--- config.mk ---
export PLATFORM = sky130hd
export DESIGN_NAME = uart_pixel_loader
export DESIGN_NICKNAME = d
export VERILOG_FILES = /design/src/rtl/uart_pixel_loader.sv
export SDC_FILE = /design/constraint.sdc
export NUM_CORES = 1
export LEC_CHECK = 0
export BUFFER_PORTS_ARGS = -buffer_cell sky130_fd_sc_hd__clkbuf_2
export CORE_MARGIN = 10
export CORE_UTILIZATION = 40
export DETAILED_ROUTE_END_ITERATION = 16
export PLACE_DENSITY = 0.58
export SLEW_MARGIN = 20
export SYNTH_ARGS = -nofsm -noshare
export SYNTH_HDL_FRONTEND = slang
export SYNTH_SLANG_ARGS = --single-unit
--- constraint.sdc ---
create_clock -name clk -period 2.3 [get_ports clk]
set_input_delay 0.23 -clock clk [delete_from_list [all_inputs] [get_ports clk]]
set_output_delay 0.23 -clock clk [all_outputs]
set_load 0.05 [all_outputs]
--- src/rtl/uart_pixel_loader.sv ---
// uart_pixel_loader: turns the UART receiver's byte stream into frame-buffer
// pixel writes. Packet: HEADER, ADDR_H, ADDR_L, DATA (+ CHK when the
// UART_PIXEL_CHK_EN macro is defined, CHK = ADDR_H ^ ADDR_L ^ DATA).
// Malformed packets (inter-byte timeout, address out of range, bad checksum)
// are dropped with a one-cycle err pulse and a held err_code.
`timescale 1ns/1ps

module uart_pixel_loader #(
    parameter int          PIXELS      = 19200,
    parameter int          ADDR_W      = 16,
    parameter logic [7:0]  HEADER      = 8'h55,
    parameter int          TIMEOUT_CYC = 1000
) (
    input  logic              clk,
    input  logic              rst,
    input  logic [7:0]        rx_data,
    input  logic              rx_valid,
    output logic              wr_en,
    output logic [ADDR_W-1:0] wr_addr,
    output logic [7:0]        wr_data,
    output logic              busy,
    output logic              err,
    output logic [1:0]        err_code,
    output logic [15:0]       pkt_cnt
);

    localparam int TMO_W = $clog2(TIMEOUT_CYC + 1);

    localparam logic [1:0] ERR_TIMEOUT = 2'd0;
    localparam logic [1:0] ERR_RANGE   = 2'd1;
`ifdef UART_PIXEL_CHK_EN
    localparam logic [1:0] ERR_CHK     = 2'd2;
`endif

    typedef enum logic [2:0] {
        IDLE,
        GET_AH,
        GET_AL,
        GET_DATA,
`ifdef UART_PIXEL_CHK_EN
        GET_CHK,
`endif
        COMMIT
    } state_t;

    state_t            state_q;
    logic [TMO_W-1:0]  tmo_q;
    logic [7:0]        ah_q;
    logic [7:0]        al_q;
`ifdef UART_PIXEL_CHK_EN
    logic [7:0]        data_q;
`endif
    logic              wr_en_q;
    logic [ADDR_W-1:0] wr_addr_q;
    logic [7:0]        wr_data_q;
    logic              busy_q;
    logic              err_q;
    logic [1:0]        err_code_q;
    logic [15:0]       pkt_cnt_q;

    logic              tmo_hit;
    logic              last_byte;
    logic              chk_ok;
    logic              addr_ok;
    logic [ADDR_W-1:0] wr_addr_d;
    logic [7:0]        wr_data_d;

    assign tmo_hit   = (tmo_q == TMO_W'(TIMEOUT_CYC - 1));
    assign wr_addr_d = ADDR_W'({ah_q, al_q});
    assign addr_ok   = (32'(wr_addr_d) < 32'(PIXELS));

    // Identify the byte that completes a packet and what it would commit.
    // NOTE: every signal gets a default before the build-dependent overrides,
    // so no path through this block can leave a value unassigned (no latch).
    always_comb begin
        last_byte = 1'b0;
        chk_ok    = 1'b1;
        wr_data_d = rx_data;
`ifdef UART_PIXEL_CHK_EN
        last_byte = (state_q == GET_CHK) && rx_valid;
        chk_ok    = (rx_data == (ah_q ^ al_q ^ data_q));
        wr_data_d = data_q;
`else
        last_byte = (state_q == GET_DATA) && rx_valid;
`endif
    end

    // Packet FSM with registered outputs and the inter-byte timeout counter.
    // NOTE: all state here is updated with non-blocking assignments so every
    // register samples the pre-edge values, independent of statement order.
    always_ff @(posedge clk) begin
        if (rst) begin
            state_q    <= IDLE;
            tmo_q      <= '0;
            ah_q       <= '0;
            al_q       <= '0;
`ifdef UART_PIXEL_CHK_EN
            data_q     <= '0;
`endif
            wr_en_q    <= 1'b0;
            wr_addr_q  <= '0;
            wr_data_q  <= '0;
            busy_q     <= 1'b0;
            err_q      <= 1'b0;
            err_code_q <= '0;
            pkt_cnt_q  <= '0;
        end else begin
            wr_en_q <= 1'b0;
            err_q   <= 1'b0;

            // Any accepted byte restarts the inter-byte window.
            if (rx_valid || state_q == IDLE) begin
                tmo_q <= '0;
            end else begin
                tmo_q <= tmo_q + TMO_W'(1);
            end

            if (tmo_hit && !rx_valid && state_q != IDLE && state_q != COMMIT) begin
                // Sender stalled mid-packet: drop what was collected.
                state_q    <= IDLE;
                busy_q     <= 1'b0;
                err_q      <= 1'b1;
                err_code_q <= ERR_TIMEOUT;
            end else if (last_byte) begin
                if (!chk_ok) begin
`ifdef UART_PIXEL_CHK_EN
                    state_q    <= IDLE;
                    busy_q     <= 1'b0;
                    err_q      <= 1'b1;
                    err_code_q <= ERR_CHK;
`endif
                end else begin
                    // COMMIT lasts one cycle; its outputs are loaded on entry.
                    state_q <= COMMIT;
                    busy_q  <= 1'b1;
                    if (addr_ok) begin
                        wr_en_q   <= 1'b1;
                        wr_addr_q <= wr_addr_d;
                        wr_data_q <= wr_data_d;
                        pkt_cnt_q <= pkt_cnt_q + 16'd1;
                    end else begin
                        err_q      <= 1'b1;
                        err_code_q <= ERR_RANGE;
                    end
                end
            end else begin
                case (state_q)
                    // COMMIT behaves like IDLE so a header arriving there is kept.
                    IDLE, COMMIT: begin
                        if (rx_valid && rx_data == HEADER) begin
                            state_q <= GET_AH;
                            busy_q  <= 1'b1;
                        end else begin
                            state_q <= IDLE;
                            busy_q  <= 1'b0;
                        end
                    end
                    GET_AH: begin
                        if (rx_valid) begin
                            ah_q    <= rx_data;
                            state_q <= GET_AL;
                        end
                    end
                    GET_AL: begin
                        if (rx_valid) begin
                            al_q    <= rx_data;
                            state_q <= GET_DATA;
                        end
                    end
`ifdef UART_PIXEL_CHK_EN
                    GET_DATA: begin
                        if (rx_valid) begin
                            data_q  <= rx_data;
                            state_q <= GET_CHK;
                        end
                    end
`endif
                    default: ;
                endcase
            end
        end
    end

    assign wr_en    = wr_en_q;
    assign wr_addr  = wr_addr_q;
    assign wr_data  = wr_data_q;
    assign busy     = busy_q;
    assign err      = err_q;
    assign err_code = err_code_q;
    assign pkt_cnt  = pkt_cnt_q;

endmodule

==> metrics.md <==
| Metric | Value |
|---|---|
| Share of layout cells above drive strength 1 | 0.217 |
| Post-synth EDFFs | 0 |
| Endpoints failing hold | 0 |
| Reg2reg path depth | 4 |
| Die height | 105 µm |
| Total wire length | 6.86 mm |
| Pint | 1.65 mW |
| Cts hold-fix bufs | 0 |
| CP Capture Type | register |
| Final min period | 2.00 ns |
| Fmax | ~500 MHz |
| Final setup margin | 0.302 ns |
| Seq/Total Area, Yosys | 0.504 |
| Multi-input gate area | 1350 µm² |
| Register bit count reported by yosys | 73 |
| WHS Endpoint | wr_data[3] |
| Vias in the first global route | around 2,400 |
| Design area | 3420 µm² |
| Post-route DRC | 0 |
| Reg2reg start | state_q[1] |
| Worst-margin pin slew | approximately 0.76 ns |
| Max-cap violations | 0 |
| CTS tree | done |
| Clock transition at the registers of the reported paths | 0.08 ns |
| Deepest clock path buffer count | 2 |
| Vias per cell | between 5 and 6 |
| Setup CP Type | reg2reg |
| I/O pin count | 56 |
| GRT met1 Usage | 0.152 |
| CTS HTree Levels | 3 |
| GR peak layer | met2 |
| Reg power frac | 0.588 |
| Antenna cells | 0 |
| Post-CTS sizing | 0 |
| Root buffer cell | clkbuf_8 |
| Syn_nets | about 350 |
| Placement Rows | 30 |
| Crit path DAT | 2.26 ns |
| Sink Count | 73 |
| Final Skew | approximately 0.0080 ns |
| Cell variety after synth | 41 |
| Final ANT Viol Nets | 0 |
| Gate power share | 0.022 |
| Total CTS buffers | 9 |
| Clock share of power | 0.390 |
| Leakage power | 1.21 nW |
| Area after DPL | 3260 µm² |
| GR Layer Usage met3 | 0.0338 |
| Pre-CTS setup slack | about 0.32 ns |
| Reg2reg setup slack | between 0.3 and 0.4 ns |
| Starting density of the core | 0.420 |
| Pin count of the biggest net entering global routing | 41 |
| First-pass GRT wire length | about 11 mm |
| Design Power | 2.15 mW |
| Final period util | 0.869 |
| Syn avg cell area | 8.50 µm² |
| Post-synth ARST share | 0 |
| Max VDD drop | 392 µV |
| Initial antenna violation count | 0 |
| Post-Synthesis Cells | 341 |
| DIE AREA | 11,000 µm² |
| Area Growth Syn to Fin | 18.0% |
| Relative slew slack | 0.488 |
| Nets | 406 |
| HP Start | rx_data[3] |
| Layout fillers | 737 |
| Yosys warns | 0 |
| Hpwl dp | about 4.9 mm |
| Core footprint | 6910 µm² |
| Status | complete, no violations |
| Crit path max fanout | 7 |
| Setup crit start kind | register |
| Routed len/inst | 13.9 µm |
| Sw frac | 0.230 |
| Power Density | 628 nW/µm² |
| Setup bufs post-CTS | 0 |
| Mapped Area | 2900 µm² |
| Slew Viols, Final | 0 |
| Hold path depth | 3 |
| GRT Util Overall | 0.123 |
| Drt initial violations | 132 |
| Via count | 2,469 |
| Worst Hold Class | in2reg |
| Most frequent cells in the layout | 76 x nand2_1, 73 x dfxtp_1, 54 x clkbuf_2 |
| Worst EP required | 2.56 ns |
| Ys flop type | dfxtp_1 |
| Most common cell after layout, fill and taps aside | nand2_1 |
| Net switching power | 0.495 mW |
| Die width | 105 µm |
| Port Buffer Count | 54 |
| Worst skew pair latency | 0.33 ns |
| Met2 GRT Util | 0.197 |
| Critical R2R Capture | pkt_cnt[14] |
| RSZ-0062 raised after global routing | no |
| Setup violations, final | 0 |
| First-pass iteration count of the detailed router | 4 |
| Final hold slack | 0.175 ns |
| GPL Wtd Cong | roughly 0.78 |
| Setup TNS Final | 0 ns |
| Register Area | 1460 µm² |
| Global route overflow | 0 |
==> state kept, by name, summed over array words and instances (netlist names) <==
signal,flops
pkt_cnt,16
wr_addr,16
tmo_q,10
ah_q,8
al_q,8
wr_data,8
state_q,3
busy,1
err,1
err_code,1
wr_en,1
==> power by group through the flow <==
stage,clock network (mW),registers [mW],logic [mW]
after floorplan,0,1.29,0.0244
after global placement,0,1.29,0.0479
after detailed placement,0,1.29,0.0480
after CTS,0.871,1.26,0.0481
after global routing,0.914,1.26,0.0527
final,0.837,1.26,0.0477
==> synthesized netlist by cell type (2+ instances only) <==
cell type,count,area share
nand2_1,76,0.098
nor2b_1,2,0.0043
nor3b_1,2,0.0052
o31ai_1,8,0.021
xor2_1,2,0.0060
or2_2,2,0.0043
nand3_1,7,0.012
nor2_1,25,0.032
nor4_1,2,0.0043
clkbuf_1,16,0.021
ha_1,2,0.0086
or3_1,4,0.0086
nand4_1,4,0.0086
mux2i_1,9,0.031
inv_1,7,0.0091
dfxtp_1,73,0.50
or4_4,2,0.0078
mux2_2,2,0.0078
nor3_1,5,0.0086
nand3b_1,2,0.0052
or4_1,9,0.023
o21ai_0,6,0.010
xnor2_1,6,0.018
a21oi_1,51,0.088
==> cells by family (layout without fill, tap and decap cells) <==
| group | after synthesis | after routing | synth area share |
|---|---|---|---|
| DFF | 73 | 73 | 0.504 |
| buffers and inverters | 25 | 81 | 0.0337 |
| xor gates and xnor gates | 8 | 8 | 0.0242 |
| other | 1 | 1 | 0.00129 |
| adders and majority gates | 2 | 2 | 0.00863 |
| AOI/OAI and AO/OA | 71 | 71 | 0.137 |
| muxes | 11 | 11 | 0.0389 |
| and+or+nand+nor | 150 | 150 | 0.252 |
==> routing by layer <==
layer	wire length, µm	vias up
met5	0	-
met4	61	0
met3	298	4
met2	3200	42
met1	3290	1135
li1	-	1288
==> per-stage QoR <==
step,utilization,std cells
2_1_floorplan,-,341
3_3_place_gp,0.472,478
3_5_place_dp,0.472,478
4_1_cts,0.495,493
5_1_grt,0.495,493
6_report,0.495,493
==> final cells by class <==
type / count / share of cell area
clock buffer: 9 / 0.0362
clock inverter: 6 / 0.0106
inverter: 7 / 0.00768
multi-input combinational: 243 / 0.393
sequential: 73 / 0.427
tap: 96 / 0.0351
timing repair buffer: 59 / 0.0900
==> worst max-delay path by stage <==
stage                   to       start  slack (ns)  depth (start not counted)
6_report       pkt_cnt[14]  state_q[1]        0.30                          4
5_1_grt        pkt_cnt[11]     ah_q[4]        0.10                          4
4_1_cts        pkt_cnt[14]  pkt_cnt[0]        0.29                          5
3_5_place_dp   pkt_cnt[14]  pkt_cnt[0]        0.32                          5
3_3_place_gp   pkt_cnt[12]  pkt_cnt[0]        0.35                          5
2_1_floorplan  pkt_cnt[14]  pkt_cnt[3]         0.1                          4
==> worst max-delay path: stages, from the launching register on <==
cell and delay [ns]:
dfxtp_1 0.45, nand4b_2 0.22, or4_4 0.61, or4_1 0.48
a21oi_1 0.17
Note: power is estimated with default switching activity, not from simulation.
